===== config.mk =====
export PLATFORM = sky130hd
export DESIGN_NAME = riscv_tag_check_unit
export DESIGN_NICKNAME = d
export VERILOG_FILES = /design/src/rtl/riscv_tag_check_unit_pkg.sv /design/src/rtl/riscv_tag_viol_counters.sv /design/src/rtl/riscv_tag_check_unit.sv
export SDC_FILE = /design/constraint.sdc
export NUM_CORES = 1
export LEC_CHECK = 0
export BUFFER_PORTS_ARGS = -buffer_cell sky130_fd_sc_hd__buf_4
export CAP_MARGIN = 15
export CORE_UTILIZATION = 55
export DETAILED_ROUTE_END_ITERATION = 7
export PLACE_DENSITY_LB_ADDON = 0.12
export SETUP_SLACK_MARGIN = 0.5
export SYNTH_ARGS = -nofsm -noshare
export SYNTH_HDL_FRONTEND = slang
export SYNTH_SLANG_ARGS = --single-unit

===== constraint.sdc =====
create_clock -name clk -period 2.7 [get_ports clk]
set_input_delay 0.405 -clock clk [delete_from_list [all_inputs] [get_ports clk]]
set_output_delay 0.405 -clock clk [all_outputs]
set_load 0.05 [all_outputs]

===== src/rtl/riscv_tag_check_unit_pkg.sv =====
// Shared types for the DIFT tag-check stage: FSM states, check-enable bit positions
// and the instruction class encoding used by the class-indexed enables and counters.
package riscv_tag_check_unit_pkg;

   typedef enum logic [1:0] {
      TAG_IDLE    = 2'd0,
      TAG_TRAP    = 2'd1,
      TAG_RECOVER = 2'd2
   } tag_fsm_e;

   // Positions inside each per-class {D,S2,S1} enable triple and inside the hit vector
   localparam int CHK_S1 = 0;
   localparam int CHK_S2 = 1;
   localparam int CHK_D  = 2;

   typedef enum logic [2:0] {
      TCLASS_JUMP    = 3'd0,
      TCLASS_BRANCH  = 3'd1,
      TCLASS_LDST    = 3'd2,
      TCLASS_INT     = 3'd3,
      TCLASS_SHIFT   = 3'd4,
      TCLASS_CMP     = 3'd5,
      TCLASS_LOGICAL = 3'd6
   } tag_class_e;

endpackage


===== src/rtl/riscv_tag_viol_counters.sv =====
// Per-class saturating violation counters with one increment port and a
// select-addressed clear/read port; a clear beats a same-cycle increment.
module riscv_tag_viol_counters
   import riscv_tag_check_unit_pkg::*;
#(
   parameter int NUM_CLASSES = 8,
   parameter int CLASS_W     = 3,
   parameter int CNT_WIDTH   = 16
) (
   input  logic                 clk,
   input  logic                 rst,
   input  logic                 inc,
   input  logic [CLASS_W-1:0]   inc_sel,
   input  logic                 clr,
   input  logic [CLASS_W-1:0]   cnt_sel,
   output logic [CNT_WIDTH-1:0] cnt
);

   logic [CNT_WIDTH-1:0] cnt_q [NUM_CLASSES];

   // Selects outside 0..NUM_CLASSES-1 never match, so they neither clear nor read
   always_ff @(posedge clk) begin
      for (int c = 0; c < NUM_CLASSES; c++) begin
         if (rst) begin
            cnt_q[c] <= '0;
         end else if (clr && (cnt_sel == CLASS_W'(c))) begin
            cnt_q[c] <= '0;
         end else if (inc && (inc_sel == CLASS_W'(c)) && (cnt_q[c] != '1)) begin
            cnt_q[c] <= cnt_q[c] + 1'b1;
         end
      end
   end

   always_comb begin
      cnt = '0;
      for (int c = 0; c < NUM_CLASSES; c++) begin
         if (cnt_sel == CLASS_W'(c)) cnt = cnt_q[c];
      end
   end

endmodule


===== src/rtl/riscv_tag_check_unit.sv =====
// DIFT tag-check stage: registers decoded class/enables/masked tags, flags a policy
// violation one cycle later, and either traps via req/ack or only counts it.
module riscv_tag_check_unit
   import riscv_tag_check_unit_pkg::*;
#(
   parameter int TAG_WIDTH   = 4,
   parameter int NUM_CLASSES = 8,
   parameter int CLASS_W     = 3,
   parameter int CNT_WIDTH   = 16
) (
   input  logic                     clk,
   input  logic                     rst,
   input  logic                     instr_valid_i,
   output logic                     ready_o,
   input  logic [CLASS_W-1:0]       instr_class_i,
   input  logic [3*NUM_CLASSES-1:0] chk_en_i,
   input  logic [TAG_WIDTH-1:0]     tag_rs1_i,
   input  logic [TAG_WIDTH-1:0]     tag_rs2_i,
   input  logic [TAG_WIDTH-1:0]     tag_rd_i,
   input  logic [TAG_WIDTH-1:0]     tag_mask_i,
   input  logic                     trap_mode_i,
   input  logic                     flush_i,
   output logic                     violation_o,
   output logic                     trap_req_o,
   input  logic                     trap_ack_i,
   output logic [CLASS_W+2:0]       trap_cause_o,
   input  logic [CLASS_W-1:0]       cnt_sel_i,
   input  logic                     cnt_clr_i,
   output logic [CNT_WIDTH-1:0]     cnt_o
);

   tag_fsm_e             state_q, state_d;
   logic                 accept;
   logic [2:0]           en_sel;
   logic                 s_valid_p0;
   logic [CLASS_W-1:0]   s_class_p0;
   logic [2:0]           s_en_p0;
   logic [TAG_WIDTH-1:0] s_rs1_p0, s_rs2_p0, s_rd_p0;
   logic [2:0]           hit;
   logic                 viol;

   assign accept = instr_valid_i & ready_o;

   // Unknown classes get no enables, so they can never violate or count
   always_comb begin
      en_sel = '0;
      for (int c = 0; c < NUM_CLASSES; c++) begin
         if (instr_class_i == CLASS_W'(c)) en_sel = chk_en_i[3*c +: 3];
      end
   end

   // ---- stage p0: capture decoded instruction ----
   always_ff @(posedge clk) begin
      if (rst) s_valid_p0 <= 1'b0;
      else     s_valid_p0 <= accept & ~flush_i;
   end

   always_ff @(posedge clk) begin
      if (accept) begin
         s_class_p0 <= instr_class_i;
         s_en_p0    <= en_sel;
         s_rs1_p0   <= tag_rs1_i & tag_mask_i;
         s_rs2_p0   <= tag_rs2_i & tag_mask_i;
         s_rd_p0    <= tag_rd_i & tag_mask_i;
      end
   end

   always_comb begin
      hit         = '0;
      hit[CHK_S1] = s_en_p0[CHK_S1] & (|s_rs1_p0);
      hit[CHK_S2] = s_en_p0[CHK_S2] & (|s_rs2_p0);
      hit[CHK_D]  = s_en_p0[CHK_D]  & (|s_rd_p0);
   end

   assign viol = s_valid_p0 & (|hit);

   // ---- stage p1: report, trap FSM and cause ----
   always_ff @(posedge clk) begin
      if (rst) violation_o <= 1'b0;
      else     violation_o <= viol;
   end

   always_ff @(posedge clk) begin
      if (rst) state_q <= TAG_IDLE;
      else     state_q <= state_d;
   end

   always_comb begin
      state_d = state_q;
      case (state_q)
         TAG_IDLE:    if (viol && trap_mode_i) state_d = TAG_TRAP;
         TAG_TRAP:    if (trap_ack_i) state_d = TAG_RECOVER;
         TAG_RECOVER: state_d = TAG_IDLE;
         default:     state_d = TAG_IDLE;
      endcase
   end

   always_comb begin
      ready_o    = (state_q == TAG_IDLE);
      trap_req_o = (state_q == TAG_TRAP);
   end

   always_ff @(posedge clk) begin
      if (rst) begin
         trap_cause_o <= '0;
      end else if ((state_q == TAG_IDLE) && viol && trap_mode_i) begin
         trap_cause_o <= {s_class_p0, hit};
      end
   end

   riscv_tag_viol_counters #(
      .NUM_CLASSES (NUM_CLASSES),
      .CLASS_W     (CLASS_W),
      .CNT_WIDTH   (CNT_WIDTH)
   ) u_counters (
      .clk     (clk),
      .rst     (rst),
      .inc     (viol),
      .inc_sel (s_class_p0),
      .clr     (cnt_clr_i),
      .cnt_sel (cnt_sel_i),
      .cnt     (cnt_o)
   );

endmodule


Word-level counts from Yosys, hierarchy flattened
Memories as Yosys holds them, arrays and structs flattened.
Cells that the tools add are included.
{ "word_totals": {"reg_bits": 28, "mem_bits_rw": 128, "inputBits": 53, "memories": 1} }
{ "memory_table": {"columns": ["memory", "depth", "word_bits", "rd", "rd_clocked_by_memory_dff", "wr", "line", "text"], "rows": [
  ["u_counters.cnt_q", 8, 16, 8, 0, 8, "riscv_tag_viol_counters.sv:19", "logic [CNT_WIDTH-1:0] cnt_q [NUM_CLASSES];"]
]} }
{ "op_classes": {"add_sub_neg": 8, "eq_ne": 32, "muxes": 93, "bitwise": 26, "n_reduce_logical": 36} }
{ "ops": {"columns": ["operator", "n"], "rows": [
  ["16-bit two-way mux", 24],
  ["16-bit by 1-bit adder with 16-bit output, second input constant", 8],
  ["16-bit != test, second input constant", 8],
  ["1-bit two-way mux", 58],
  ["3-bit == test, second input constant", 12],
  ["1-bit logical AND", 27],
  ["3-bit two-way mux", 8],
  ["3-bit by 2-bit == test with 1-bit output, second input constant", 6],
  ["1-bit bitwise OR", 16],
  ["4-bit bitwise AND", 3],
  ["4-bit OR reduction", 3],
  ["3-bit by 1-bit == test with 1-bit output, second input constant", 3],
  ["3-bit logical NOT", 3],
  ["1-bit bitwise AND", 6],
  ["2-bit two-way mux", 2],
  ["2-bit by 1-bit != test with 1-bit output, second input constant", 2],
  ["2-bit one-hot mux with 2 select lines", 1],
  ["3-bit OR reduction", 1],
  ["2-bit by 1-bit == test with 1-bit output, second input constant", 1],
  ["2-bit logical NOT", 1],
  ["2-bit AND reduction", 1],
  ["1-bit inverter", 1]
]} }

Longest topological paths before layout
Gate-level depths: netlist of run 1.
{ "depth": {"depth_word": 11, "mapped_depth": 8, "depth_no_buf": 6} }

Cells and area by module
From an unflattened synthesis of run 1, not the netlist that was laid out.
{ "unflattened": {"cells_unflattened": 918, "hier_area_um2": 9178.8} }
{ "modules_own_cells": {"columns": ["module", "instances", "cells_per_inst", "area_each_um2"], "rows": [
  ["riscv_tag_viol_counters", 1, 825, 7937.6],
  ["riscv_tag_check_unit", 1, 93, 1241.2]
]} }

Worst setup path before layout of run 1
No wires, ideal clock.
{ "synth_timing": {"kind": "flip-flop to flip-flop", "start": "memory u_counters.cnt_q[1][0] (netlist: u_counters.cnt_q[0][16])", "end": "memory u_counters.cnt_q[1][0] (netlist: u_counters.cnt_q[0][16]), enable pin", "arrival_time_ps": 2402, "required_time_ps": 2289, "path_slack_ps": -113, "stages_incl_launch_ff": 7, "n_path_buf": 0, "synth_period_minus_slack_ps": 2813, "cell_sequence": "edfxtp_1 -> ha_1 -> nand3_1 -> nor3_1 -> and3_1 -> or2b_1 -> o21ai_0"} }
{ "synth_rtl": {"columns": ["item", "line"], "rows": [
  ["start: declaration", "riscv_tag_viol_counters.sv:19"]
]} }

==> reports/metrics.yaml, run 1 <==
run_status:
  status: "finished clean"
global_route:
  grt_pass1_vias: 6914
  antenna_found_initial: 0
  grt_usage_pct: 28.7
  grt_pass1_wl_um: 37800
  grt_start_max_net_pins: 33
  globalRouteOverflowTotal: 0
cells_and_area:
  fill_cells: 1220
  drive_above_1_share_pct: 23.9
  instances_no_fill: 1282
  fin_area_um2: 11500
  area_delta_synth_final_pct: 24.0
  n_antenna_cell: 0
  num-nets-final: 1111
synth:
  syn_nets: 989
  synth_cell_types: 58
  synth_warnings: 0
  syn_area_um2: 9270
  synth-seq-area-share_pct: 49.5
  syn_inst: 928
  synth_edf_count: 146
  synth_area_per_cell_um2: 9.99
  synth_common_cells: "nor2_1 (168), edfxtp_1 (146), nand2_1 (80)"
  synthTopCellsByArea: "edfxtp_1 (47%), nor2_1 (6.8%), xor2_1 (5.3%), xnor2_1 (4.4%), mux2i_1 (4.3%)"
  async_reset_ff_share_pct: 0
  synth.most_common_cell: "nor2_1"
  synth-seq-cells: 156
  ys.flop_type: "edfxtp_1"
  synth_area_leader_cell: "edfxtp_1"
  synth_top_area_share_pct: 47.3
worst_setup_path:
  rrSetupSlack_ps: 590
  r2r-end: "u_counters.cnt_q[0][33]"
  r2r_cells: 6
  startpoint_type: "register"
  worstPathRequired_ps: 2300
  rr_startpoint: "u_counters.cnt_q[0][35]"
  critPathMaxFanout: 2
  cp.arrival_ps: 1900
  crit_end: "cnt_o[8]"
  critical_path_class: "reg2out"
  startpoint: "u_counters.cnt_q[1][24]"
  cp-end-kind: "primary output"
timing:
  clock-skew-final_ps: 13.1
  rsz0062_at_grt: "yes"
  setup_viol: 0
  worstMarginPinSlew_ps: 810
  slew_headroom_pct: 46.0
  fin_setup_tns_ps: 0
  drv_slew: 0
  min_period_ps: 2300
  min_period_over_period_pct: 85.3
  clock.fmax_mhz: 434
  final_hold_viol_count: 0
place:
  dpl.cell_count: 1215
  dp.final_hpwl_um: 17900
  place_area_um2: 10300
  io_buffers: 77
  gp_congestion: 0.911
floorplan:
  die_area_um2: 17400
  ios: 78
  die_x_um: 132
  start_util_pct: 56.1
  die_h_um: 132
  coreArea_um2: 16500
  rows: 47
route:
  vias: 7656
  via_per_inst: 5.97
  wl_um: 24700
  ant_nets: 0
  wl_per_cell_um: 19.2
  dr.pass1.iters: 5
  initialDrtViolationCount: 738
  drc: 0
clock_network:
  cts.clk_slew.worst_paths_ps: 60
  numCtsBuffers: 17
  numClockSinks: 156
  cts_tree: "yes"
  clk_latency_ps: 430
  root_buffer: "clkbuf_16"
  htreeDepth: 4
  clk_path_buf_depth: 2
pwr:
  combPwrFrac_pct: 13.6
  p_leak_nw: 4.14
  seqPwrFrac_pct: 46.7
  powerDensity_nw_per_um2: 544
  power.internal_w: 0.00469
  netSwitchingFraction_pct: 24.9
  p_switching_w: 0.00156
  ir_worst_vdd_uv: 420
  clockPowerShare_pct: 39.8
worst_hold_path:
  hold_path_class: "in2reg"
flow_run:
  cap_violations: 0
[layer usage]
layer | up-vias | wire length (µm) | part of all wire (%) | track usage, %
li1 | 3591 | - | - | -
met3 | 46 | 1880 | 7.6 | 6.81
met4 | 0 | 640 | 2.6 | 11.6
met2 | 348 | 11400 | 46 | 42.9
met5 | - | 0 | 0 | 0
met1 | 3671 | 10700 | 44 | 40.2
[cells by family (layout without fill, tap and decap cells)]
| group | Yosys count | in the layout | synth area share (%) |
|---|---|---|---|
| and+or+nand+nor | 423 | 423 | 21.6 |
| DFF | 156 | 156 | 49.5 |
| AOI/OAI and AO/OA | 123 | 123 | 8.21 |
| xor gates and xnor gates | 103 | 103 | 9.73 |
| buffers and inverters | 58 | 192 | 2.81 |
| muxes | 57 | 57 | 7.11 |
| adders and majority gates | 8 | 8 | 1.08 |
[layout by cell type, fill, tap and decap left out, drive strengths merged, types with 4 or more instances in the layout]
cell,instances
clkinv,4
inv,21
and3,17
mux2,11
nor2b,7
edfxtp,146
or3,7
mux4,6
xor2,56
o21ai,53
ha,8
and4,8
dfxtp,10
nand2,81
nor2,170
nand3,53
a21oi,29
mux2i,40
buf,139
clkbuf,23
xnor2,47
a222oi,5
a31oi,7
o22ai,12
nand4,24
and2,20
nor3,19
bufinv,4
[critical path, stage by stage, from the launching register on]
cell and delay, ps:
edfxtp_1 430, mux2i_1 170, o21ai_1 110, a222oi_1 400, o21ai_2 170, buf_6 190
[what timing repair did]
| action | CTS | global route |
|---|---|---|
| buffers inserted | 13 | 23 |
| cloned | 0 | 0 |
| pin swaps | 6 | 21 |
| gates resized for setup | 42 | 63 |
| hold buffers | 0 | 0 |
| setup endpoints to repair | 77 | 132 |
[final cells by class]
| type | count | area, µm² | area share, % |
|---|---|---|---|
| timing repair buffer | 139 | 1160 | 10.1 |
| clock buffer | 23 | 458 | 3.98 |
| sequential | 156 | 4580 | 39.9 |
| multi-input combinational | 714 | 4790 | 41.7 |
| clock inverter | 8 | 141 | 1.23 |
| tap | 220 | 275 | 2.39 |
| inverter | 22 | 82.6 | 0.718 |
[registers in the layout (all words and copies together), names as in the netlist]
register and count:
s_class_p0 3, s_en_p0 3, s_rd_p0 4, s_rs1_p0 4
s_rs2_p0 4, s_valid_p0 1, state_q 2, trap_cause_o 6
u_counters.cnt_q 128, violation_o 1
[power groups by stage]
stage                     Combinational [W]  Clock, W  Sequential (W)
after CTS                          0.000781   0.00249         0.00291
after detailed placement           0.000732         0         0.00296
after global placement             0.000724         0         0.00296
final                              0.000848   0.00249         0.00292
after floorplan                    0.000492         0         0.00291
after global routing               0.000902   0.00259         0.00293
[worst min path at each step]
stage / from / end / slack [ps] / cells past startpoint
floorplan: s_valid_p0 / violation_o / 430 / 2
global placement: trap_cause_o[1] / trap_cause_o[1] / 480 / 2
detailed placement: s_valid_p0 / violation_o / 490 / 2
CTS: flush_i / s_valid_p0 / 130 / 2
global route: flush_i / s_valid_p0 / 140 / 2
finish: flush_i / s_valid_p0 / 140 / 2
[through the flow]
step                setup slack (ps)  power [W]  utilization [%]  hold slack (ps)
global placement                 221    0.00369             62.2              476
detailed placement               215    0.00370             62.2              489
global route                     319    0.00642             69.6              137
floorplan                        405    0.00340                -              427
finish                           397    0.00625             69.6              139
CTS                              358    0.00619             67.3              129
No activity file was read; power rests on OpenSTA's default activity.
==> run 2: changes to the inputs <==
- CORE_ASPECT_RATIO: not set -> 1.4
- RECOVER_POWER: not set -> 100
==> reports/metrics.yaml, run 2 (synthesized netlist as in run 1, its figures left out) <==
global_route:
  antenna_found_initial: 0
  grt_pass1_wl_um: 39100
  grt_pass1_vias: 7471
  grt_usage_pct: 29.6
  grt_start_max_net_pins: 41
  globalRouteOverflowTotal: 0
cells_and_area:
  mostFrequentLayoutCells: "nor2_1 (167), edfxtp_1 (146), buf_4 (87)"
  reg_top3: "u_counters.cnt_q (128), trap_cause_o (6)"
  fin_area_um2: 11300
  n_antenna_cell: 0
  area_delta_synth_final_pct: 21.6
  final_common_cell: "nor2_1"
  regMostFlops: "u_counters.cnt_q"
  drive_above_1_share_pct: 19.8
  num-nets-final: 1112
  final_util_pct: 69.1
  fill_cells: 1253
  largest_register_ffs: 128
route:
  ant_nets: 0
  initialDrtViolationCount: 723
  vias: 7609
  drc: 1
  wl_um: 25100
  dr.pass1.iters: 7
  via_per_inst: 6.02
  wl_per_cell_um: 19.9
floorplan:
  die_area_um2: 17400
  die_x_um: 112
  die_h_um: 156
  coreArea_um2: 16300
  ios: 78
  start_util_pct: 56.8
  rows: 55
worst_setup_path:
  startpoint: "cnt_sel_i[2]"
  critPathMaxFanout: 40
  worstPathRequired_ps: 2300
  critical_path_class: "in2out"
  cp.arrival_ps: 2080
  cp-end-kind: "primary output"
  r2r_cells: 5
  startpoint_type: "input port"
  rr_startpoint: "s_rs1_p0[1]"
timing:
  slew_headroom_pct: 24.2
  fin_setup_tns_ps: 0
  setup_viol: 0
  drv_slew: 0
  rsz0062_at_grt: "yes"
  clock-skew-final_ps: 7.40
  min_period_over_period_pct: 92.1
  final_hold_viol_count: 0
  worstMarginPinSlew_ps: 1140
  min_period_ps: 2490
  clock.fmax_mhz: 402
pwr:
  ir_worst_vdd_uv: 346
  p_leak_nw: 4.04
  powerDensity_nw_per_um2: 557
  finalPower_w: 0.00628
clock_network:
  hold_buffers: 0
  numClockSinks: 156
  clk_latency_ps: 430
  cts.clk_slew.worst_paths_ps: 60
  htreeDepth: 4
  clk_path_buf_depth: 2
  numCtsBuffers: 17
  cts_tree: "yes"
  root_buffer: "clkbuf_16"
place:
  place_area_um2: 10300
  dp.final_hpwl_um: 18300
  io_buffers: 77
  gp_congestion: 0.963
run_status:
  violations: "DRC"
  status: "finished with violations"
worst_hold_path:
  whs_path_depth: 2
  hold_path_class: "in2reg"
  worstHoldStart: "flush_i"
flow_run:
  cap_violations: 0
run 2: changes by cell type in the layout (fill, tap and decap cells not counted), moves of 7 or more:
| cell | delta |
|---|---|
| and2_0 | +7 |
| and2_1 | -7 |
| buf_4 | -30 |
| clkbuf_1 | +15 |
| clkbuf_2 | +7 |
| clkbuf_4 | +8 |
| o21ai_0 | +16 |
| o21ai_2 | -12 |
run 2: layer usage:
metal	part of all wire (%)	GRT usage (%)
met5	0	0
met4	4.5	14.6
met3	6.8	6.10
met2	51	52.5
met1	37	33.8
run 2: through the flow:
| step | worst slack (ps) | hold WS [ps] | cells |
|---|---|---|---|
| 4_1_cts | 370 | 121 | 1258 |
| 2_1_floorplan | 405 | 427 | 928 |
| 5_1_grt | 164 | 120 | 1263 |
| 6_report | 213 | 132 | 1263 |
| 3_3_place_gp | 179 | 466 | 1196 |
| 3_5_place_dp | 190 | 462 | 1196 |
run 2: layout make-up:
| cell class | count | area [µm²] | share of cell area, % |
|---|---|---|---|
| Tap cell | 199 | 249 | 2.21 |
| Multi-Input combinational cell | 714 | 4660 | 41.3 |
| Clock buffer | 22 | 464 | 4.12 |
| Sequential cell | 156 | 4580 | 40.7 |
| Clock inverter | 10 | 163 | 1.44 |
| Timing Repair Buffer | 140 | 1070 | 9.53 |
| Inverter | 22 | 82.6 | 0.732 |
run 2: where the power goes:
group	internal, W	leakage (nW)	switching (W)
Sequential	0.00276	1.60	0.000153
Clock	0.00160	0.301	0.000968
Combinational	0.000333	2.15	0.000468
Total	0.00470	4.04	0.00159
run 2: worst max-delay path: stages:
cell	delay (ps)
clkbuf_4	410
nand3_1	470
o22ai_1	490
a21oi_4	40
clkbuf_2	250
run 2: worst paths after layout:
| kind | slack [ps] | to |
|---|---|---|
| worst max-delay path | 210 | cnt_o[1] |
| worst min-delay path | 130 | s_valid_p0 |
| worst max register to register | 280 | u_counters.cnt_q[1][15] |
| worst min register to register | 470 | violation_o |
run 2: what timing repair did:
action                                  4_1_cts  5_1_grt
pin swaps                                    11        9
setup buffers                                30        5
endpoints found under the setup margin      161      129
resized for setup                            45       32
==> run 3: changes to the inputs <==
--- a/constraint.sdc
+++ b/constraint.sdc
@@ -3,2 +3,2 @@
 set_output_delay 0.405 -clock clk [all_outputs]
-set_load 0.05 [all_outputs]
+set_load 0.02 [all_outputs]
==> reports/metrics.yaml, run 3 (synthesized netlist as in run 1, its figures left out) <==
pwr:
  ir_worst_vdd_uv: 350
  p_leak_nw: 3.92
  powerDensity_nw_per_um2: 545
place:
  io_buffers: 77
  place_area_um2: 10200
  dp.final_hpwl_um: 17300
  gp_congestion: 0.878
timing:
  min_period_over_period_pct: 88.5
  fin_setup_tns_ps: 0
  clock-skew-final_ps: 9.30
  clock.fmax_mhz: 419
  final_hold_viol_count: 0
  rsz0062_at_grt: "yes"
  drv_slew: 0
  min_period_ps: 2390
  slew_headroom_pct: 23.4
  setup_viol: 0
  worstMarginPinSlew_ps: 1150
worst_setup_path:
  path_cells: "o41ai_1, clkbuf_1, a311oi_1, or2b_1, o21ai_4, clkbuf_2"
  critPathMaxFanout: 16
  slowest_delay_ps: 530
  cp.arrival_ps: 2470
  startpoint_type: "register"
  critical_path_class: "reg2reg"
  cp-end-kind: "register"
  cp_slowest_cell: "a311oi_1"
  worstPathRequired_ps: 2780
clock_network:
  cts.clk_slew.worst_paths_ps: 70
  htreeDepth: 4
  clk_path_buf_depth: 2
  numClockSinks: 156
  root_buffer: "clkbuf_16"
  clk_latency_ps: 430
  numCtsBuffers: 17
  cts_tree: "yes"
global_route:
  antenna_found_initial: 0
  grt_start_max_net_pins: 41
  grt_usage_pct: 28.3
  grt_pass1_vias: 7365
  grt_pass1_wl_um: 37800
  globalRouteOverflowTotal: 0
floorplan:
  die_x_um: 112
  rows: 55
  start_util_pct: 56.8
  die_h_um: 156
  ios: 78
  coreArea_um2: 16300
  die_area_um2: 17400
cells_and_area:
  final_common_cell: "nor2_1"
  num-nets-final: 1104
  drive_above_1_share_pct: 17.2
  reg_top3: "u_counters.cnt_q (128), trap_cause_o (6)"
  area_delta_synth_final_pct: 17.7
  fin_area_um2: 10900
  mostFrequentLayoutCells: "nor2_1 (169), edfxtp_1 (146), buf_4 (100)"
  largest_register_ffs: 128
  regMostFlops: "u_counters.cnt_q"
  n_antenna_cell: 0
route:
  wl_per_cell_um: 19.1
  vias: 7468
  wl_um: 24000
  dr.pass1.iters: 7
  ant_nets: 0
  drc: 4
  via_per_inst: 5.95
  initialDrtViolationCount: 621
run_status:
  violations: "DRC"
  status: "finished with violations"
flow_run:
  cap_violations: 0
worst_hold_path:
  hold_path_class: "in2reg"
[run 3: changes by cell type in the layout (fill, tap and decap cells not counted), moves of 7 or more]
cell	before	now
a21oi_4	10	0
o21ai_1	18	6
buf_4	87	100
o21ai_0	33	46
buf_6	18	3
a21oi_2	1	8
[run 3: layout make-up]
type                       count  area, µm²
clock buffer                  18        429
clock inverter                14        155
fill                        1316       5400
inverter                      22       82.6
multi-input combinational    714       4480
sequential                   156       4580
tap                          199        249
timing repair buffer         132        935
[run 3: layer usage]
layer | GRT usage [%] | routed length [µm]
met5 | 0 | 0
met4 | 15.0 | 1130
met3 | 4.35 | 1330
met2 | 48.7 | 12000
met1 | 34.2 | 9510
[run 3: path summary, 6_finish.rpt]
kind	from	endpoint	slack, ps	cells past startpoint
worst max register to register	s_en_p0[0]	u_counters.cnt_q[0][23]	310	6
worst min-delay path	flush_i	s_valid_p0	130	2
worst max-delay path	s_en_p0[0]	u_counters.cnt_q[0][23]	310	6
worst min register to register	s_valid_p0	violation_o	450	2
[run 3: timing repair]
| item | in CTS | in global routing |
|---|---|---|
| hold buffers | 0 | 0 |
| setup endpoints to repair | 81 | 125 |
| gates cloned | 0 | 0 |
| buffers inserted | 16 | 11 |
| pin swaps | 1 | 4 |
| resized for setup | 26 | 17 |
[run 3: through the flow]
stage	utilization (%)	total power [W]	setup slack (ps)	hold slack [ps]	instances
final	66.9	0.00595	311	130	1255
after global routing	66.9	0.00613	194	124	1255
after CTS	67.3	0.00599	467	121	1244
after detailed placement	62.4	0.00359	161	444	1196
after global placement	62.4	0.00358	179	448	1196
after floorplan	-	0.00330	502	427	928
[run 3: report_power, final]
group | total, W | internal, W | leakage, nW | switching, W
logic | 0.000664 | 0.000295 | 2.04 | 0.000368
clock network | 0.00239 | 0.00131 | 0.283 | 0.00108
registers | 0.00290 | 0.00276 | 1.60 | 0.000139
[run 3: critical path, delay by kind of cell (launching register included)]
kind	cells	cell delay, ps
AOI/OAI and AO/OA	3	790
buffers and inverters	2	530
DFF	1	400
and+or+nand+nor	1	320
